**src/rtl/downsample.sv**
```systemverilog
// Boxcar decimator: averages each block of DOWN_FACTOR accepted samples and holds the result
// under a valid/ready handshake. Define DOWNSAMPLE_ROUND_EN for round-half-up instead of floor.
module downsample #(
    parameter int DOWN_FACTOR = 8,
    parameter int DATA_W      = 16
) (
    input  logic                     clk,
    input  logic                     rst_n,
    input  logic signed [DATA_W-1:0] audio_in,
    input  logic                     valid_in,
    input  logic                     sync_in,
    input  logic                     ready_in,
    output logic signed [DATA_W-1:0] audio_out,
    output logic                     valid_out,
    output logic                     overrun
);

    localparam int SH    = $clog2(DOWN_FACTOR);
    localparam int ACC_W = DATA_W + SH;

    logic signed [ACC_W-1:0]  acc_reg;
    logic        [SH-1:0]     phase_reg;

    logic signed [ACC_W-1:0]  sample_ext;
    logic signed [ACC_W-1:0]  sum_next;
    logic signed [ACC_W-1:0]  biased_next;
    logic signed [ACC_W-1:0]  shifted_next;
    logic signed [DATA_W-1:0] result_next;
    logic                     last_phase;
    logic                     complete;

    assign sample_ext = {{SH{audio_in[DATA_W-1]}}, audio_in};
    assign sum_next   = acc_reg + sample_ext;

`ifdef DOWNSAMPLE_ROUND_EN
    localparam logic signed [ACC_W-1:0] HALF = ACC_W'(DOWN_FACTOR / 2);
    // Adding N/2 before the floor shift cannot overflow: N*max + N/2 < N*2^(DATA_W-1).
    assign biased_next = sum_next + HALF;
`else
    assign biased_next = sum_next;
`endif

    assign shifted_next = biased_next >>> SH;
    assign result_next  = shifted_next[DATA_W-1:0];
    assign last_phase   = (phase_reg == SH'(DOWN_FACTOR - 1));
    // Realign wins over completion, so a sync cycle never emits a result.
    assign complete     = valid_in && !sync_in && last_phase;

    always_ff @(posedge clk) begin
        if (!rst_n) begin
            acc_reg   <= '0;
            phase_reg <= '0;
            audio_out <= '0;
            valid_out <= 1'b0;
            overrun   <= 1'b0;
        end else begin
            overrun <= 1'b0;

            if (sync_in) begin
                acc_reg   <= valid_in ? sample_ext : '0;
                phase_reg <= valid_in ? SH'(1) : '0;
            end else if (valid_in) begin
                if (last_phase) begin
                    acc_reg   <= '0;
                    phase_reg <= '0;
                end else begin
                    acc_reg   <= sum_next;
                    phase_reg <= phase_reg + SH'(1);
                end
            end

            if (complete) begin
                audio_out <= result_next;
                valid_out <= 1'b1;
                overrun   <= valid_out && !ready_in;
            end else if (valid_out && ready_in) begin
                valid_out <= 1'b0;
            end
        end
    end

endmodule

```
**config.mk**
```make
export PLATFORM = sky130hd
export DESIGN_NAME = downsample
export DESIGN_NICKNAME = d
export VERILOG_FILES = /design/src/rtl/downsample.sv
export SDC_FILE = /design/constraint.sdc
export NUM_CORES = 1
export LEC_CHECK = 0
export BUFFER_PORTS_ARGS = -buffer_cell sky130_fd_sc_hd__buf_2
export CAP_MARGIN = 30
export CORE_ASPECT_RATIO = 0.7
export CORE_MARGIN = 4
export CORE_UTILIZATION = 40
export CTS_BUF_LIST = sky130_fd_sc_hd__clkbuf_8
export CTS_CLUSTER_DIAMETER = 40
export DETAILED_ROUTE_END_ITERATION = 16
export SYNTH_ARGS = -nofsm -noshare
export SYNTH_HDL_FRONTEND = slang
export SYNTH_SLANG_ARGS = --single-unit
```
**constraint.sdc**
```tcl
create_clock -name clk -period 3 [get_ports clk]
set_input_delay 0.6 -clock clk [delete_from_list [all_inputs] [get_ports clk]]
set_output_delay 0.6 -clock clk [all_outputs]
set_load 0.02 [all_outputs]
```
-- Word-level counts from Yosys, hierarchy flattened
Index checks and enable logic that the tools add are counted.
- bits in registers: 40
- input bits: 21
- output and inout bits: 18
- logic and storage cells: 27
- add/subtract/negate cells: 2
- eq/ne operators: 1
- muxes and demuxes: 10
- reduce and logical (&&, ||, !) cells: 9
- operators with widths (cell ; number):
    $mux W19 ; 4
    $add A19 B16 Y19 ; 1
    $mux W3 ; 3
    $logic_and A1 B1 Y1 ; 4
    $reduce_bool A2 Y1 ; 2
    $add A3 B1 Y3 const B ; 1
    $eq A3 B3 Y1 const B ; 1
    $mux W1 ; 3
    $logic_not A1 Y1 ; 2
    $reduce_and A2 Y1 ; 1

-- Depth between registers and ports, before layout
- depth after elaboration: 4
- mapped depth: 10
- mapped depth without buffers: 10

-- Worst setup path after synthesis
No wires, ideal clock.
- path kind: input to register
- start point: in audio_in[0]
- end point: reg audio_out[13]
- arrival time: 2419 ps
- required time: 2938 ps
- setup slack: 519 ps
- cell stages on the path: 10
- buffers on the path: 0
- path through: ha_1 > inv_1 > fa_1 > nand2b_1 > a21oi_2 > nor2_1 > o21ai_4 > a311oi_4 > or4_1 > nand3_1
- word-level cells in the longest chain between the ends: 1
- ends and longest elaborated chain (element ; line ; RTL):
    from (decl) ; 9 ; input logic signed [DATA_W-1:0] audio_in,
    $add A19 B16 Y19 ; 33 ; assign sum_next = acc_reg + sample_ext;
    to (signal assigned) ; 73 ; audio_out <= result_next;
    to (decl) ; 13 ; output logic signed [DATA_W-1:0] audio_out,
No other way between the ends.
A chain may end at the register's enable or synchronous reset.

-- Final worst setup path
- start point: in audio_in[0]
- end point: reg acc_reg[16]
- word-level cells in the longest chain between the ends: 4
- ends and longest elaborated chain (element ; line ; RTL):
    $add A19 B16 Y19 ; 33 ;
    $mux W19 ; 63 ; if (last_phase) begin
    $mux W19 ; 62 ; end else if (valid_in) begin
    $mux W19 ; 59 ; if (sync_in) begin
    to (signal assigned) ; 60 ; acc_reg <= valid_in ? sample_ext : '0;
    to (signal assigned) ; 67 ; acc_reg <= sum_next;
    to (decl) ; 21 ; logic signed [ACC_W-1:0] acc_reg;
No other way between the ends. The select of a mux whose other input is x is not followed.

==> metrics.yaml <==
cts:
  post_cts.resized_instances: 0
  post-cts-setup-buffers: 0
  worst_setup_hold_path_clk_slew_ns: 0.08
  count_of_h_tree_levels_built_during_cts: 2
  clock_latency_ns: 0.30
  cts_max_path_buffers: 2
  cts.sinks: 40
  clockRootBuffer: "sky130_fd_sc_hd__clkbuf_8"
  cts_inserted_buffers: 5
  ctsHoldBuffers: 0
  clock_tree_from_tritoncts: "built"
synth:
  yosys_cell_types: 54
  syn-cell-area_um2: 2625
  synth_mux_area_share_pct: 0.7626
  synth_simple_gate_area_share_pct: 24.69
  async_flop_share_pct: 0
  syn-num-nets: 365
  xor_xnor_cell_area_share_of_the_yosys_netlist_pct: 3.337
  netlist_instances: 323
  synth_compound_area_share_pct: 25.31
  yosys_warnings: 0
  combinational_family_with_the_most_area_after_synthesis: "compound AO/OA/AOI/OAI gates"
  postSynthRegisterBits: 40
  count_of_flip_flops_with_a_built_in_enable_after_synthesis: 0
  dominantRegCellSynth: "sky130_fd_sc_hd__dfxtp_1"
  post_synth_fa_ha_maj_area_fraction_pct: 10.30
  ys_seq_area_share_pct: 30.51
  synth_area_per_cell_um2: 8.127
global_route:
  grt_start_max_net_pins: 26
  groute.usage.overall_pct: 18.62
  met3_usage_pct: 4.318
  grt-ovfl-total: 0
  grt_first_pass_wirelength_mm: 11.73
  globalRouteMet2Util_pct: 28.22
  antenna_violations_before_repair: 0
  global_route.peak_usage_layer: "met2"
  globalRouteMet1Util_pct: 26.55
  via_count_of_the_first_global_routing_pass: 2328
timing:
  setup_viol_count_final: 0
  smallest_hold_slack_ns: 0.4614
  totalNegativeSetupSlack_ns: 0
  unrepaired_setup_endpoints_after_global_routing: "no"
  finalCriticalPeriod_ns: 2.486
  skew_ns: 0.005238
  final_hold_viol_count: 0
  highest_clock_rate_mhz: 402.3
  final.period_utilization_pct: 82.87
  timing_worst_slew_pin_value_ns: 0.7037
  timing.max_slew.rel_slack_pct: 53.09
  timing.final.max_slew_violations: 0
route:
  dr.first_iter.drc_count: 110
  antenna_violating_nets_post_route: 0
  drt_wl_total_mm: 7.056
  dr_total_vias: 2508
  drcViolationCount: 0
  first_pass_detailed_route_iteration_total: 5
  post_drt_wl_per_cell_um: 16.26
  avgViaCountPerCell: 5.779
hold_path:
  min_delay_worst_endpoint: "audio_out[6]"
  timing.hold.worst.class: "reg -> reg"
  timing.hold.worst.start: "audio_out[6]"
  worstHoldPathCells: 2
worst_setup_path:
  criticalPathCategory: "in -> reg"
  reg2reg_slack_ns: 0.57
  critPathLaunchType: "input pin"
  critical_path_peak_fanout: 8
  worstSetupEndpointType: "flip-flop"
  critical_path.reg2reg.startpoint: "acc_reg[0]"
  worstReg2RegEnd: "acc_reg[16]"
  required_time_worst_endpoint_ns: 3.25
  worstRegToRegCells: 10
  worst_ep_arrival_time_ns: 2.73
floorplan:
  die_area_um2: 7943
  placementRows: 24
  initial_utilization_pct: 41.63
  chipWidth_um: 104.8
  pin_count: 39
  chip_height_um: 75.78
  floorplan.core_area_um2: 6306
pwr:
  vdd.ir_drop.worst_uv: 177.3
  finalPower_mw: 1.376
  power.static_leakage_nw: 1.287
  power_per_cell_area_nw_per_um2: 459.4
placed_design:
  buffer_ports.inserted: 38
  place.detailed.hpwl_mm: 5.229
  place.gp.congestion: 0.8448
flow_run:
  max-cap-violations: 0
layout:
  num-nets-final: 397
  area_growth_syn_to_layout_pct: 14.11
  drive_above_1_share_pct: 18.54
  largest_register_ffs: 19
  n_fill_cell: 668
  antenna-diode-count: 0
outcome:
  status: "finished clean"
[stage by stage]
step                      cells  setup WS, ns  util, %  cell area [um2]
after floorplan             323        0.5191        -             2625
after global placement      426        0.2545    45.50             2869
after detailed placement    426        0.2112    45.50             2869
after CTS                   434        0.5293    47.50             2995
after global routing        434        0.4079    47.50             2995
final                       434        0.5140    47.50             2995
[metal layers]
metal  vias to the layer above  part of all wire, %
li1                       1265                    -
met1                      1174                   50
met2                        62                   41
met3                         7                  7.1
met4                         0                  1.0
met5                         -                    0
[layout by cell type (no fill, tap or decap), types with 3 or more instances in the layout]
| master | synthesis | layout |
|---|---|---|
| sky130_fd_sc_hd__a21o_1 | 6 | 6 |
| sky130_fd_sc_hd__a21oi_1 | 32 | 32 |
| sky130_fd_sc_hd__a21oi_2 | 3 | 3 |
| sky130_fd_sc_hd__a221oi_1 | 4 | 4 |
| sky130_fd_sc_hd__a222oi_1 | 4 | 4 |
| sky130_fd_sc_hd__a22oi_1 | 3 | 3 |
| sky130_fd_sc_hd__a31oi_1 | 5 | 5 |
| sky130_fd_sc_hd__and2_1 | 4 | 4 |
| sky130_fd_sc_hd__and3_1 | 4 | 4 |
| sky130_fd_sc_hd__buf_2 | 2 | 38 |
| sky130_fd_sc_hd__buf_4 | 1 | 9 |
| sky130_fd_sc_hd__clkbuf_8 | 0 | 7 |
| sky130_fd_sc_hd__dfxtp_1 | 40 | 40 |
| sky130_fd_sc_hd__ha_1 | 20 | 20 |
| sky130_fd_sc_hd__inv_1 | 5 | 5 |
| sky130_fd_sc_hd__nand2_1 | 25 | 25 |
| sky130_fd_sc_hd__nand2b_1 | 8 | 8 |
| sky130_fd_sc_hd__nand3_1 | 14 | 14 |
| sky130_fd_sc_hd__nand3b_1 | 3 | 3 |
| sky130_fd_sc_hd__nand4_1 | 11 | 11 |
| sky130_fd_sc_hd__nor2_1 | 40 | 40 |
| sky130_fd_sc_hd__nor3_1 | 8 | 8 |
| sky130_fd_sc_hd__nor4_1 | 3 | 3 |
| sky130_fd_sc_hd__o21a_1 | 3 | 3 |
| sky130_fd_sc_hd__o21ai_0 | 6 | 6 |
| sky130_fd_sc_hd__o21ai_1 | 3 | 3 |
| sky130_fd_sc_hd__o221ai_1 | 6 | 6 |
| sky130_fd_sc_hd__or4_1 | 4 | 4 |
| sky130_fd_sc_hd__xnor2_1 | 6 | 6 |
| sky130_fd_sc_hd__xor2_1 | 4 | 4 |
[Yosys cell counts (5+ instances only)]
master                     count  area share [%]
sky130_fd_sc_hd__dfxtp_1      40              31
sky130_fd_sc_hd__nor2_1       40             5.7
sky130_fd_sc_hd__a21oi_1      32             6.1
sky130_fd_sc_hd__nand2_1      25             3.6
sky130_fd_sc_hd__ha_1         20             9.5
sky130_fd_sc_hd__clkbuf_1     14             2.0
sky130_fd_sc_hd__nand3_1      14             2.7
sky130_fd_sc_hd__nand4_1      11             2.6
sky130_fd_sc_hd__nand2b_1      8             1.9
sky130_fd_sc_hd__nor3_1        8             1.5
sky130_fd_sc_hd__a21o_1        6             1.7
sky130_fd_sc_hd__o21ai_0       6             1.1
sky130_fd_sc_hd__o221ai_1      6             2.0
sky130_fd_sc_hd__xnor2_1       6             2.0
sky130_fd_sc_hd__a31oi_1       5             1.2
sky130_fd_sc_hd__inv_1         5            0.72
[final cells by class]
type                            instances  area [um2]  share of cell area (%)
Clock buffer                            7       96.34                   3.216
Tap cell                               78       97.59                   3.258
Timing Repair Buffer                   47       257.7                   8.605
Multi-Input combinational cell        255        1690                   56.43
Inverter                                6       22.52                  0.7519
Sequential cell                        40       800.8                   26.73
Clock inverter                          1       30.03                   1.003
[report_power, final]
| part | total [mW] | switching [mW] | internal [mW] | leakage (nW) |
|---|---|---|---|---|
| Sequential | 0.563 | 0.0119 | 0.551 | 0.326 |
| Clock | 0.491 | 0.197 | 0.294 | 0.0645 |
| Combinational | 0.322 | 0.198 | 0.124 | 0.897 |
[logic make-up after synthesis]
| family | count (synthesis) |
|---|---|
| AOI/OAI and AO/OA | 91 |
| adders and majority gates | 21 |
| and+or+nand+nor | 131 |
| xor gates and xnor gates | 10 |
| muxes | 2 |
| DFF | 40 |
| buffers and inverters | 28 |
[worst max-delay path, stage by stage]
cell,delay (ns)
sky130_fd_sc_hd__buf_2,0.09
sky130_fd_sc_hd__ha_1,0.16
sky130_fd_sc_hd__inv_1,0.06
sky130_fd_sc_hd__fa_1,0.41
sky130_fd_sc_hd__nand2b_1,0.20
sky130_fd_sc_hd__a21oi_2,0.15
sky130_fd_sc_hd__nor2_1,0.09
sky130_fd_sc_hd__o21ai_4,0.23
sky130_fd_sc_hd__a311oi_4,0.17
sky130_fd_sc_hd__or4_1,0.49
sky130_fd_sc_hd__nand3_1,0.09
[worst max path at each step]
| stage | start | end | slack (ns) | cells past startpoint |
|---|---|---|---|---|
| 2_1_floorplan | audio_in[0] | audio_out[13] | 0.52 | 10 |
| 3_3_place_gp | audio_in[0] | audio_out[13] | 0.25 | 11 |
| 3_5_place_dp | audio_in[0] | acc_reg[16] | 0.21 | 11 |
| 4_1_cts | audio_in[0] | acc_reg[16] | 0.53 | 11 |
| 5_1_grt | audio_in[15] | audio_out[15] | 0.41 | 9 |
| 6_report | audio_in[0] | acc_reg[16] | 0.51 | 11 |
Power figures use the tool's default switching activity.
